==> src/rtl/lcd_grid_pkg.sv <==
// lcd_grid_pkg: LCD command bytes, RGB565 palette, grid-line colour and FSM state type
// shared by lcd_grid_streamer and lcd_spi_byte_tx.
package lcd_grid_pkg;
    localparam logic [7:0] SLPOUT = 8'h11;
    localparam logic [7:0] COLMOD = 8'h3A;
    localparam logic [7:0] MADCTL = 8'h36;
    localparam logic [7:0] DISPON = 8'h29;
    localparam logic [7:0] CASET  = 8'h2A;
    localparam logic [7:0] RASET  = 8'h2B;
    localparam logic [7:0] RAMWR  = 8'h2C;
    localparam logic [15:0] GRID_COLOUR = 16'h8410;
    localparam logic [15:0] PALETTE [16] = '{
        16'h0000, 16'hF800, 16'h07E0, 16'h001F, 16'hFFE0, 16'hF81F, 16'h07FF, 16'hFFFF,
        16'h8410, 16'hFC00, 16'h8000, 16'h0400, 16'h0010, 16'h8010, 16'h0410, 16'hC618
    };
    typedef enum logic [2:0] {
        ST_RST_LOW, ST_RST_WAIT, ST_SLPOUT, ST_SLP_WAIT, ST_INIT, ST_IDLE, ST_WINDOW, ST_STREAM
    } state_t;
    function automatic int cnt_w(input int n);
        return (n > 1) ? $clog2(n) : 1;
    endfunction
    // {dc, byte} for the post-SLPOUT init sequence: COLMOD 0x55, MADCTL 0x00, DISPON
    function automatic logic [8:0] init_byte(input logic [3:0] i);
        return (i == 4'd0) ? {1'b0, COLMOD} : (i == 4'd1) ? {1'b1, 8'h55} :
               (i == 4'd2) ? {1'b0, MADCTL} : (i == 4'd3) ? {1'b1, 8'h00} : {1'b0, DISPON};
    endfunction
endpackage

==> src/rtl/lcd_spi_byte_tx.sv <==
// lcd_spi_byte_tx: sends one byte MSB first on SPI mode 0 framed by CS; o_done pulses on the
// last clk of the byte. Accepts i_start only while idle.
module lcd_spi_byte_tx
    import lcd_grid_pkg::*;
#(
    parameter int CLK_DIV = 2
)(
    input  logic       clk,
    input  logic       rst,
    input  logic       i_start,
    input  logic [7:0] i_byte,
    input  logic       i_dc,
    output logic       o_done,
    output logic       o_sck,
    output logic       o_mosi,
    output logic       o_cs_n,
    output logic       o_dc
);
    localparam int DW = cnt_w(CLK_DIV);
    logic          r_act;
    logic          r_dc;
    logic [4:0]    r_hp;
    logic [DW-1:0] r_div;
    logic [7:0]    r_sh;
    logic          w_tick;
    assign w_tick = r_div == DW'(CLK_DIV - 1);
    // Half-period 0 is CS setup, odd ones are SCK high, 16 is the last low, 17 is CS high.
    always_ff @(posedge clk or negedge rst)
        if (!rst) begin
            r_act <= 1'b0;
            r_dc  <= 1'b0;
            r_hp  <= '0;
            r_div <= '0;
            r_sh  <= '0;
        end else if (!r_act) begin
            if (i_start) begin
                r_act <= 1'b1;
                r_hp  <= '0;
                r_div <= '0;
                r_sh  <= i_byte;
                r_dc  <= i_dc;
            end
        end else if (w_tick) begin
            r_div <= '0;
            r_hp  <= r_hp + 5'd1;
            if (r_hp[0]) r_sh <= {r_sh[6:0], 1'b0};
            if (r_hp == 5'd17) r_act <= 1'b0;
        end else begin
            r_div <= r_div + DW'(1);
        end
    assign o_done = r_act && w_tick && r_hp == 5'd17;
    assign o_cs_n = !(r_act && r_hp != 5'd17);
    assign o_sck  = r_act && r_hp[0] && r_hp != 5'd17;
    assign o_mosi = r_act ? r_sh[7] : 1'b0;
    assign o_dc   = r_dc;
endmodule

==> src/rtl/lcd_grid_streamer.sv <==
// lcd_grid_streamer: resets/initialises an RGB565 SPI LCD, then streams one frame per accepted
// grid snapshot. Define GRID_LINES_EN to draw 1-px cell borders on each cell's top/left edge.
module lcd_grid_streamer
    import lcd_grid_pkg::*;
#(
    parameter int ROWS     = 8,
    parameter int COLS     = 8,
    parameter int CELL_W   = 5,
    parameter int CELL_PX  = 30,
    parameter int CLK_DIV  = 2,
    parameter int RST_HOLD = 2000,
    parameter int RST_WAIT = 2000
)(
    input  logic                        clk,
    input  logic                        rst,
    input  logic [ROWS*COLS*CELL_W-1:0] grid_in,
    input  logic                        frame_valid,
    output logic                        frame_ready,
    output logic                        busy,
    output logic                        lcd_rst_n_out,
    output logic                        lcd_bl_out,
    output logic                        lcd_dc_out,
    output logic                        lcd_clk_out,
    output logic                        lcd_data_out,
    output logic                        lcd_cs_n_out
);
    localparam int PXW = cnt_w(CELL_PX);
    localparam int CXW = cnt_w(COLS);
    localparam int CYW = cnt_w(ROWS);
    localparam logic [15:0] W1 = 16'(COLS * CELL_PX - 1);
    localparam logic [15:0] H1 = 16'(ROWS * CELL_PX - 1);
    state_t                      r_state, w_next;
    logic [31:0]                 r_cnt;
    logic [3:0]                  r_idx;
    logic [ROWS*COLS*CELL_W-1:0] r_grid;
    logic [PXW-1:0]              r_px, r_py;
    logic [CXW-1:0]              r_cx;
    logic [CYW-1:0]              r_cy;
    logic                        r_hi;
    logic                        w_start, w_done, w_dc, w_last, w_unused;
    logic                        w_px_end, w_cx_end, w_py_end, w_cy_end;
    logic [7:0]                  w_byte;
    logic [8:0]                  w_win;
    logic [CELL_W-1:0]           w_code;
    logic [15:0]                 w_colour;
    assign w_px_end = r_px == PXW'(CELL_PX - 1);
    assign w_cx_end = r_cx == CXW'(COLS - 1);
    assign w_py_end = r_py == PXW'(CELL_PX - 1);
    assign w_cy_end = r_cy == CYW'(ROWS - 1);
    assign w_last   = w_px_end && w_cx_end && w_py_end && w_cy_end;
    assign w_code   = r_grid[(int'(r_cy) * COLS + int'(r_cx)) * CELL_W +: CELL_W];
    assign w_unused = ^w_code;
`ifdef GRID_LINES_EN
    assign w_colour = (r_px == '0 || r_py == '0) ? GRID_COLOUR : PALETTE[w_code[3:0]];
`else
    assign w_colour = PALETTE[w_code[3:0]];
`endif
    assign w_win = (r_idx == 4'd0) ? {1'b0, CASET} : (r_idx == 4'd3) ? {1'b1, W1[15:8]} :
                   (r_idx == 4'd4) ? {1'b1, W1[7:0]} : (r_idx == 4'd5) ? {1'b0, RASET} :
                   (r_idx == 4'd8) ? {1'b1, H1[15:8]} : (r_idx == 4'd9) ? {1'b1, H1[7:0]} :
                   (r_idx == 4'd10) ? {1'b0, RAMWR} : {1'b1, 8'h00};
    assign w_start = r_state inside {ST_SLPOUT, ST_INIT, ST_WINDOW, ST_STREAM};
    assign {w_dc, w_byte} = (r_state == ST_SLPOUT) ? {1'b0, SLPOUT} :
                            (r_state == ST_INIT)   ? init_byte(r_idx) :
                            (r_state == ST_WINDOW) ? w_win :
                            {1'b1, r_hi ? w_colour[15:8] : w_colour[7:0]};
    always_comb begin
        w_next = r_state;
        case (r_state)
            ST_RST_LOW:  if (r_cnt == 32'(RST_HOLD - 1)) w_next = ST_RST_WAIT;
            ST_RST_WAIT: if (r_cnt == 32'(RST_WAIT - 1)) w_next = ST_SLPOUT;
            ST_SLPOUT:   if (w_done) w_next = ST_SLP_WAIT;
            ST_SLP_WAIT: if (r_cnt == 32'(RST_WAIT - 1)) w_next = ST_INIT;
            ST_INIT:     if (w_done && r_idx == 4'd4) w_next = ST_IDLE;
            ST_IDLE:     if (frame_valid) w_next = ST_WINDOW;
            ST_WINDOW:   if (w_done && r_idx == 4'd10) w_next = ST_STREAM;
            ST_STREAM:   if (w_done && !r_hi && w_last) w_next = ST_IDLE;
            default:     w_next = ST_RST_LOW;
        endcase
    end
    always_ff @(posedge clk or negedge rst)
        if (!rst) begin
            r_state <= ST_RST_LOW;
            r_cnt   <= '0;
            r_idx   <= '0;
            r_grid  <= '0;
            r_px    <= '0;
            r_py    <= '0;
            r_cx    <= '0;
            r_cy    <= '0;
            r_hi    <= 1'b1;
        end else begin
            r_state <= w_next;
            r_cnt   <= (w_next != r_state) ? '0 : r_cnt + 32'd1;
            r_idx   <= (w_next != r_state) ? '0 : r_idx + 4'(w_done);
            if (r_state == ST_IDLE && frame_valid) r_grid <= grid_in;
            if (r_state == ST_WINDOW) begin
                r_px <= '0;
                r_py <= '0;
                r_cx <= '0;
                r_cy <= '0;
                r_hi <= 1'b1;
            end else if (r_state == ST_STREAM && w_done) begin
                // Counters step only after the low byte, so the colour is stable across both bytes.
                r_hi <= !r_hi;
                if (!r_hi) begin
                    r_px <= w_px_end ? '0 : r_px + PXW'(1);
                    if (w_px_end) r_cx <= w_cx_end ? '0 : r_cx + CXW'(1);
                    if (w_px_end && w_cx_end) r_py <= w_py_end ? '0 : r_py + PXW'(1);
                    if (w_px_end && w_cx_end && w_py_end) r_cy <= w_cy_end ? '0 : r_cy + CYW'(1);
                end
            end
        end
    assign frame_ready   = r_state == ST_IDLE;
    assign busy          = !frame_ready;
    assign lcd_rst_n_out = r_state != ST_RST_LOW;
    assign lcd_bl_out    = r_state inside {ST_IDLE, ST_WINDOW, ST_STREAM};
    lcd_spi_byte_tx #(.CLK_DIV(CLK_DIV)) u_tx (
        .clk    (clk),
        .rst    (rst),
        .i_start(w_start),
        .i_byte (w_byte),
        .i_dc   (w_dc),
        .o_done (w_done),
        .o_sck  (lcd_clk_out),
        .o_mosi (lcd_data_out),
        .o_cs_n (lcd_cs_n_out),
        .o_dc   (lcd_dc_out)
    );
endmodule

==> config.mk <==
export PLATFORM = sky130hd
export DESIGN_NAME = lcd_grid_streamer
export DESIGN_NICKNAME = d
export VERILOG_FILES = /design/src/rtl/lcd_grid_pkg.sv /design/src/rtl/lcd_spi_byte_tx.sv /design/src/rtl/lcd_grid_streamer.sv
export SDC_FILE = /design/constraint.sdc
export NUM_CORES = 1
export LEC_CHECK = 0
export CORE_UTILIZATION = 52
export DETAILED_ROUTE_END_ITERATION = 16
export PLACE_DENSITY = 0.83
export SETUP_SLACK_MARGIN = 0.2
export SLEW_MARGIN = 20
export SYNTH_ARGS = -nofsm -noshare
export SYNTH_HDL_FRONTEND = slang
export SYNTH_SLANG_ARGS = --single-unit
==> constraint.sdc <==
create_clock -name clk -period 3.25 [get_ports clk]
set_input_delay 0.975 -clock clk [delete_from_list [all_inputs] [get_ports clk]]
set_output_delay 0.975 -clock clk [all_outputs]
set_load 0.02 [all_outputs]
# Word level (Yosys, flattened, before mapping)
# Memory sizes are Yosys's and may differ from the RTL's.
# Cells that the tools add are included.
# word_totals
mem_bits_ro,256
in_bits,323
output_inout_bits,8
n_memories,1
regBits,392
wordCells,153
# op_classes
n_bitwise,2
n_mux,64
reduce_logical,34
n_mul,1
eq_ne,26
n_lt_le_gt_ge,1
n_addsub,9
shift,1
# mem_list
memory,words,width,rd,rd_clocked_by_memory_dff,write_ports,line_no,source
(name not given),16,16,1,0,0,lcd_grid_streamer.sv:56,assign w_colour = PALETTE[w_code[3:0]];
# op_table
operator,n
indexed part select 320 x 11 -> 4 bit,1
2-to-1 mux 9 bit,14
2-to-1 mux 5 bit,12
2-to-1 mux 3 bit,18
2-to-1 mux 8 bit,5
adder 32 x 1 -> 32 bit (second input constant),1
equality test 32 x 11 -> 1 bit (second input constant),1
2-to-1 mux 16 bit,2
2-to-1 mux 32 bit,1
case mux 3 bit (8 select lines),1
equality test 3 bit (second input constant),6
adder 5 x 1 -> 5 bit (second input constant),3
equality test 5 bit (second input constant),3
logical AND 1 bit,14
equality test 4 bit (second input constant),3
AND reduction 3 bit,4
multiplier 7 x 3 -> 10 bit (second input constant),1
2-to-1 mux 1 bit,10
nonzero test 2 bit,5
equality test 4 x 2 -> 1 bit (second input constant),2
equality test 4 x 3 -> 1 bit (second input constant),2
adder 6 x 3 -> 7 bit,1
adder 3 x 1 -> 3 bit (second input constant),2
equality test 3 x 2 -> 1 bit (second input constant),2
18 further kinds,24

# Logic depth before layout (Yosys ltp)
# Gate-level depths: netlist (run 1).
# depth
depth_word,13
ltp_mapped,14
mapped_depth_nobuf,10

# By module
# A second synthesis (run 1) with hierarchy kept.
# hier_totals
hier_cells,1171
area_unflattened_um2,15870.2
# by_module_without_submodules
module,cells_per_inst,seq_area_each_um2,area_per_inst_um2,n_inst
lcd_grid_streamer,1106,7808.7,15020.7,1
lcd_spi_byte_tx,65,400.4,849.6,1

# Worst setup path before layout (run 1)
# No wires, ideal clock.
# synth_path
path_type,flip-flop to flip-flop
start,register r_cx[1]
end,register u_tx.r_sh[5]
setup_time_ns,0.126
path_buffers,3
stages_incl_launch_ff,11
synth_period_minus_slack_ns,2.916
required_time_ns,3.124
arrival_time_ns,2.790
path_slack_ns,0.334
path_cell_list,dfrtp_1 > buf_2 > buf_4 > buf_2 > mux4_2 > nor4_1 > o32ai_4 > maj3_2 > a31oi_2 > o211ai_1 > a221o_1
# synth_between
elab_chain_cells,13
# synth_rtl
item,line_no,source
start: declaration,lcd_grid_streamer.sv:37,logic [CXW-1:0] r_cx;
start signal: assignment,lcd_grid_streamer.sv:108,if (w_px_end) r_cx <= w_cx_end ? '0 : r_cx + CXW'(1);
adder 6 x 3 -> 7 bit,lcd_grid_streamer.sv:51,assign w_code = r_grid[(int'(r_cy) * COLS + int'(r_cx)) * CELL_W +: CELL_W];
multiplier 7 x 3 -> 10 bit,lcd_grid_streamer.sv:51,
indexed part select 320 x 11 -> 4 bit,lcd_grid_streamer.sv:51,
inverter 4 -> 5 bit (implied by the code),lcd_grid_streamer.sv:56,
memory read (16 x 16 bit),n/a,
2-to-1 mux 16 bit (implied by the code) (2 in series),lcd_grid_streamer.sv:56,
2-to-1 mux 8 bit,lcd_grid_streamer.sv:66,"{1'b1, r_hi ? w_colour[15:8] : w_colour[7:0]};"
2-to-1 mux 9 bit,lcd_grid_streamer.sv:65,(r_state == ST_WINDOW) ? w_win :
2-to-1 mux 9 bit,lcd_grid_streamer.sv:64,(r_state == ST_INIT) ? init_byte(r_idx) :
2-to-1 mux 9 bit,lcd_grid_streamer.sv:63,"assign {w_dc, w_byte} = (r_state == ST_SLPOUT) ? {1'b0, SLPOUT} :"
2-to-1 mux 8 bit,lcd_spi_byte_tx.sv:36,if (i_start) begin
2-to-1 mux 8 bit,lcd_spi_byte_tx.sv:35,end else if (!r_act) begin
end signal: assignment,lcd_spi_byte_tx.sv:40,r_sh <= i_byte;
end signal: assignment,lcd_spi_byte_tx.sv:46,"if (r_hp[0]) r_sh <= {r_sh[6:0], 1'b0};"
end: declaration,lcd_spi_byte_tx.sv:24,logic [7:0] r_sh;
# No other way between the ends. The select of a mux whose other input is x is not followed.
# A chain may end at the register's enable or synchronous reset.

# Worst setup path after layout (run 1)
# layout_path
start,register r_cx[0]
end,register u_tx.r_sh[5]
# Same word-level chain as after synthesis.

==> results of run 1 <==
-- layout make-up --
type                       instances  area [sq um]
fill                            1988          9035
sequential                       328          8220
inverter                          17         63.81
clock buffer                      49         999.7
antenna                            1         2.502
clock inverter                    16         225.2
multi-input combinational        798          7422
tap                              390         488.0
timing repair buffer             334          3418
-- metal layers --
metal | vias to the layer above | wire length [microns] | GRT usage
met4 | 4 | 1184 | 0.08585
met3 | 85 | 2990 | 0.07131
met5 | - | 24 | 0
met2 | 380 | 21390 | 0.4574
met1 | 5738 | 16120 | 0.3351
li1 | 5086 | - | -
-- sequential cells by signal (all words and copies together), names as in the netlist --
name,flops
r_hi,1
r_px,5
u_tx.r_div,1
r_cx,3
u_tx.o_dc,1
u_tx.r_act,1
u_tx.r_sh,8
r_py,5
u_tx.r_hp,5
r_cnt,32
r_state,3
r_cy,3
r_idx,4
r_grid,256
-- what timing repair did --
action,in CTS,in global routing
gates resized for setup,10,32
endpoints found under the setup margin,11,10
pin swaps,1,16
setup buffers,0,13
gates cloned,0,2
-- synth_stat cells (5+ instances only) --
| cell type | n | share of area |
|---|---|---|
| a211oi_1 | 7 | 0.0033 |
| clkbuf_1 | 43 | 0.010 |
| a21oi_1 | 21 | 0.0066 |
| a311oi_1 | 5 | 0.0027 |
| nand2_1 | 68 | 0.016 |
| nand3_1 | 36 | 0.011 |
| nand4_1 | 10 | 0.0039 |
| nor2_1 | 73 | 0.017 |
| buf_4 | 8 | 0.0038 |
| mux2i_1 | 11 | 0.0069 |
| o22ai_1 | 5 | 0.0020 |
| nor4_1 | 11 | 0.0043 |
| xor2_1 | 25 | 0.014 |
| mux4_2 | 57 | 0.080 |
| dfrtp_1 | 327 | 0.51 |
| nand2b_1 | 13 | 0.0051 |
| buf_2 | 12 | 0.0038 |
| buf_6 | 5 | 0.0035 |
| a22oi_1 | 6 | 0.0028 |
| nor2b_1 | 10 | 0.0039 |
| and3_1 | 15 | 0.0059 |
| o31ai_1 | 8 | 0.0038 |
| nor3_1 | 15 | 0.0047 |
| o21ai_0 | 36 | 0.011 |
| mux4_1 | 6 | 0.0099 |
| and2_1 | 5 | 0.0020 |
| ha_1 | 13 | 0.010 |
| a31oi_1 | 5 | 0.0020 |
| inv_1 | 15 | 0.0035 |
| mux2_2 | 265 | 0.19 |
| xnor2_1 | 11 | 0.0060 |
-- power by group through the flow --
stage          Combinational (mW)  Clock, mW  Sequential [mW]
2_1_floorplan             0.00371          0             4.16
3_3_place_gp                0.430          0             4.16
5_1_grt                     0.464       4.45             4.08
3_5_place_dp                0.435          0             4.16
4_1_cts                     0.440       4.28             4.08
6_report                    0.432       4.21             4.08
-- worst max-delay path by stage --
stage,from,end,slack (ns),depth (start not counted)
floorplan,r_cx[1]$_DFFE_PN0P_,u_tx.r_sh[5]$_DFFE_PN0P_,0.33,10
global placement,r_cx[1]$_DFFE_PN0P_,u_tx.r_sh[5]$_DFFE_PN0P_,0.14,9
detailed placement,r_cx[1]$_DFFE_PN0P_,u_tx.r_sh[5]$_DFFE_PN0P_,0.14,9
CTS,r_state[1]$_DFF_PN0_,lcd_rst_n_out,0.21,3
global route,r_cx[0]$_DFFE_PN0P_,u_tx.r_sh[2]$_DFFE_PN0P_,0.09,11
finish,r_cx[0]$_DFFE_PN0P_,u_tx.r_sh[5]$_DFFE_PN0P_,0.21,9
-- kinds of logic (layout without fill, tap and decap cells) --
family,after synthesis,count (layout),share of synthesized area
flip-flops,328,328,0.5145
adder cells (fa/ha/maj),14,14,0.01090
AND/OR/NAND/NOR,276,276,0.08391
AO/OA/AOI/OAI,133,133,0.05780
XOR/XNOR,36,36,0.01976
other,0,1,0
multiplexers,339,339,0.2843
buffers and inverters,90,416,0.02886
-- critical path, cell delays in order (launching register included) --
cell and delay (ns):
dfrtp_4 0.49, buf_12 0.17, mux4_1 0.60, mux2i_2 0.24, mux4_2 0.35, o32ai_4 0.09, maj3_2 0.37, a31oi_4 0.20
o211ai_1 0.10, a221o_1 0.30
-- through the flow --
stage               power, mW  utilization  setup slack (ns)  instances
finish                  8.722       0.6976            0.2093       1933
global route            8.996       0.6975           0.09429       1932
CTS                     8.801       0.6875            0.2072       1917
detailed placement      4.593       0.6459            0.1361       1852
global placement        4.588       0.6459            0.1449       1852
floorplan               4.163            -            0.3340       1216
-- placed cells by master, fill, tap and decap left out, drive strengths merged, types with 13 or more instances in the layout --
cell type      netlist  final
nor2                74     74
nor3                16     16
and3                15     15
mux4                63     63
mux2               265    265
buf                 29     67
a21oi               21     21
clkbuf              44     51
clkdlybuf4s50        0    262
o21ai               40     40
nand2               69     69
ha                  13     13
nand3               36     36
inv                 16     17
xor2                25     25
nand2b              13     13
dfrtp              327    327
==> out/results.tsv, run 1 <==
metric	value	unit
area of the core	29870	sq um
largest net degree at the start of global routing	77	
Crit Path Class	reg -> reg	
clock slew seen by the registers of the worst setup and hold paths	0.06	ns
vias in the first global route	11757	
H-tree levels	2	
final period utilization	0.9356	
Seq/Total Area, Yosys	0.5145	
Max Root-Sink Buffers	3	
Lkg Pwr	9.676	nW
Worst Reg-to-Reg Cells	9	
clk_lat worst skew	0.53	ns
Final Slew Violations	0	
drt initial violations	760	
worst-path fanout max	11	
R2R Path End	u_tx.r_sh[5]$_DFFE_PN0P_	
# DRC	0	
Inserted Clock Buffers	36	
cts hold-fix bufs	0	
final WL	41710	microns
critical path startpoint category	flip-flop	
first-pass iteration count of the detailed router	5	
Max-Cap Viols	0	
outcome	finished, final reports clean	
Critical Path RT	3.65	ns
Final Cell Area	20840	sq um
DP Area	19290	sq um
Root Driver	clkbuf_16	
Netlist cell types	73	
asr flop ratio synth	1.000	
warnings from Yosys	0	
Post-DP HPWL	29500	microns
GRT Residual Overflow	0	
Comb pwr share	0.050	
Sinks on Clock Net	328	
via count	11293	
Avg Vias per Cell	5.842	
antenna-violating nets left	0	
Syn Area/Cell	13.12	sq um
Worst Hold Class	in -> async	
Final GP Congestion	0.8912	
first-pass GRT wire length	64560	microns
Post-synth EDFFs	0	
Chip Height	177.2	microns
FF-to-FF setup slack	0.21	ns
DIE WIDTH	177.2	microns
layout cell share with drive strength beyond 1	0.3210	
endpoints failing setup	0	
Area Overhead vs Synth	30.61	%
Wirelength per Cell	21.58	microns
WP data arrival	3.44	ns
Fin. Hold Viols	0	
#FFs+latches synth	328	
All-Layer GR Usage	0.2696	
initial antenna violation count	2	
critical path endpoint category	flip-flop	
worst clock skew	0.02407	ns
post-route minimum period	3.041	ns
Ports	331	
clock share of power	0.482	
Net Sw Power	1.786	mW
syn_nets	1552	
Die ar.	31390	sq um
Min Hold Slack	0.4562	ns
Int Power	6.936	mW
Total Nets Final	1851	
headroom to the max-slew limit	0.4108	
buffers added on ports	266	
VDD IR-drop max	404.5	uV
RSZ-0062 raised after global routing	yes	
Setup TNS	0	ns
starting density of the core	0.5341	
PwrDens	418.5	nW/um^2
ys flop type	dfrtp_1	
worst-margin pin slew	0.8806	ns
fmax	0.3289	GHz
Sw Ratio	0.2048	
Syn Std Cell Area	15960	sq um
Flop pwr share	0.468	
CTS tree	done	
Site Rows	63	
r2r startpoint	r_cx[0]$_DFFE_PN0P_	
Mapped Cells	1216	
No activity file was read; power rests on OpenSTA's default activity.
==> inputs of run 2 (changes only) <==
--- a/config.mk
+++ b/config.mk
@@ -5,6 +5,7 @@
 export SDC_FILE = /design/constraint.sdc
 export NUM_CORES = 1
 export LEC_CHECK = 0
+export CAP_MARGIN = 5
 export CORE_UTILIZATION = 52
 export DETAILED_ROUTE_END_ITERATION = 16
 export PLACE_DENSITY = 0.83
==> results of run 2 <==
No change in the layout: final DEF, timing and power equal those of run 1.
==> inputs of run 3 (changes only) <==
--- a/config.mk
+++ b/config.mk
@@ -7,6 +7,7 @@
 export LEC_CHECK = 0
 export CAP_MARGIN = 5
 export CORE_UTILIZATION = 52
+export CTS_CLUSTER_SIZE = 20
 export DETAILED_ROUTE_END_ITERATION = 16
 export PLACE_DENSITY = 0.83
 export SETUP_SLACK_MARGIN = 0.2
==> results of run 3 <==
No change in the layout: final DEF, timing and power equal those of run 1.
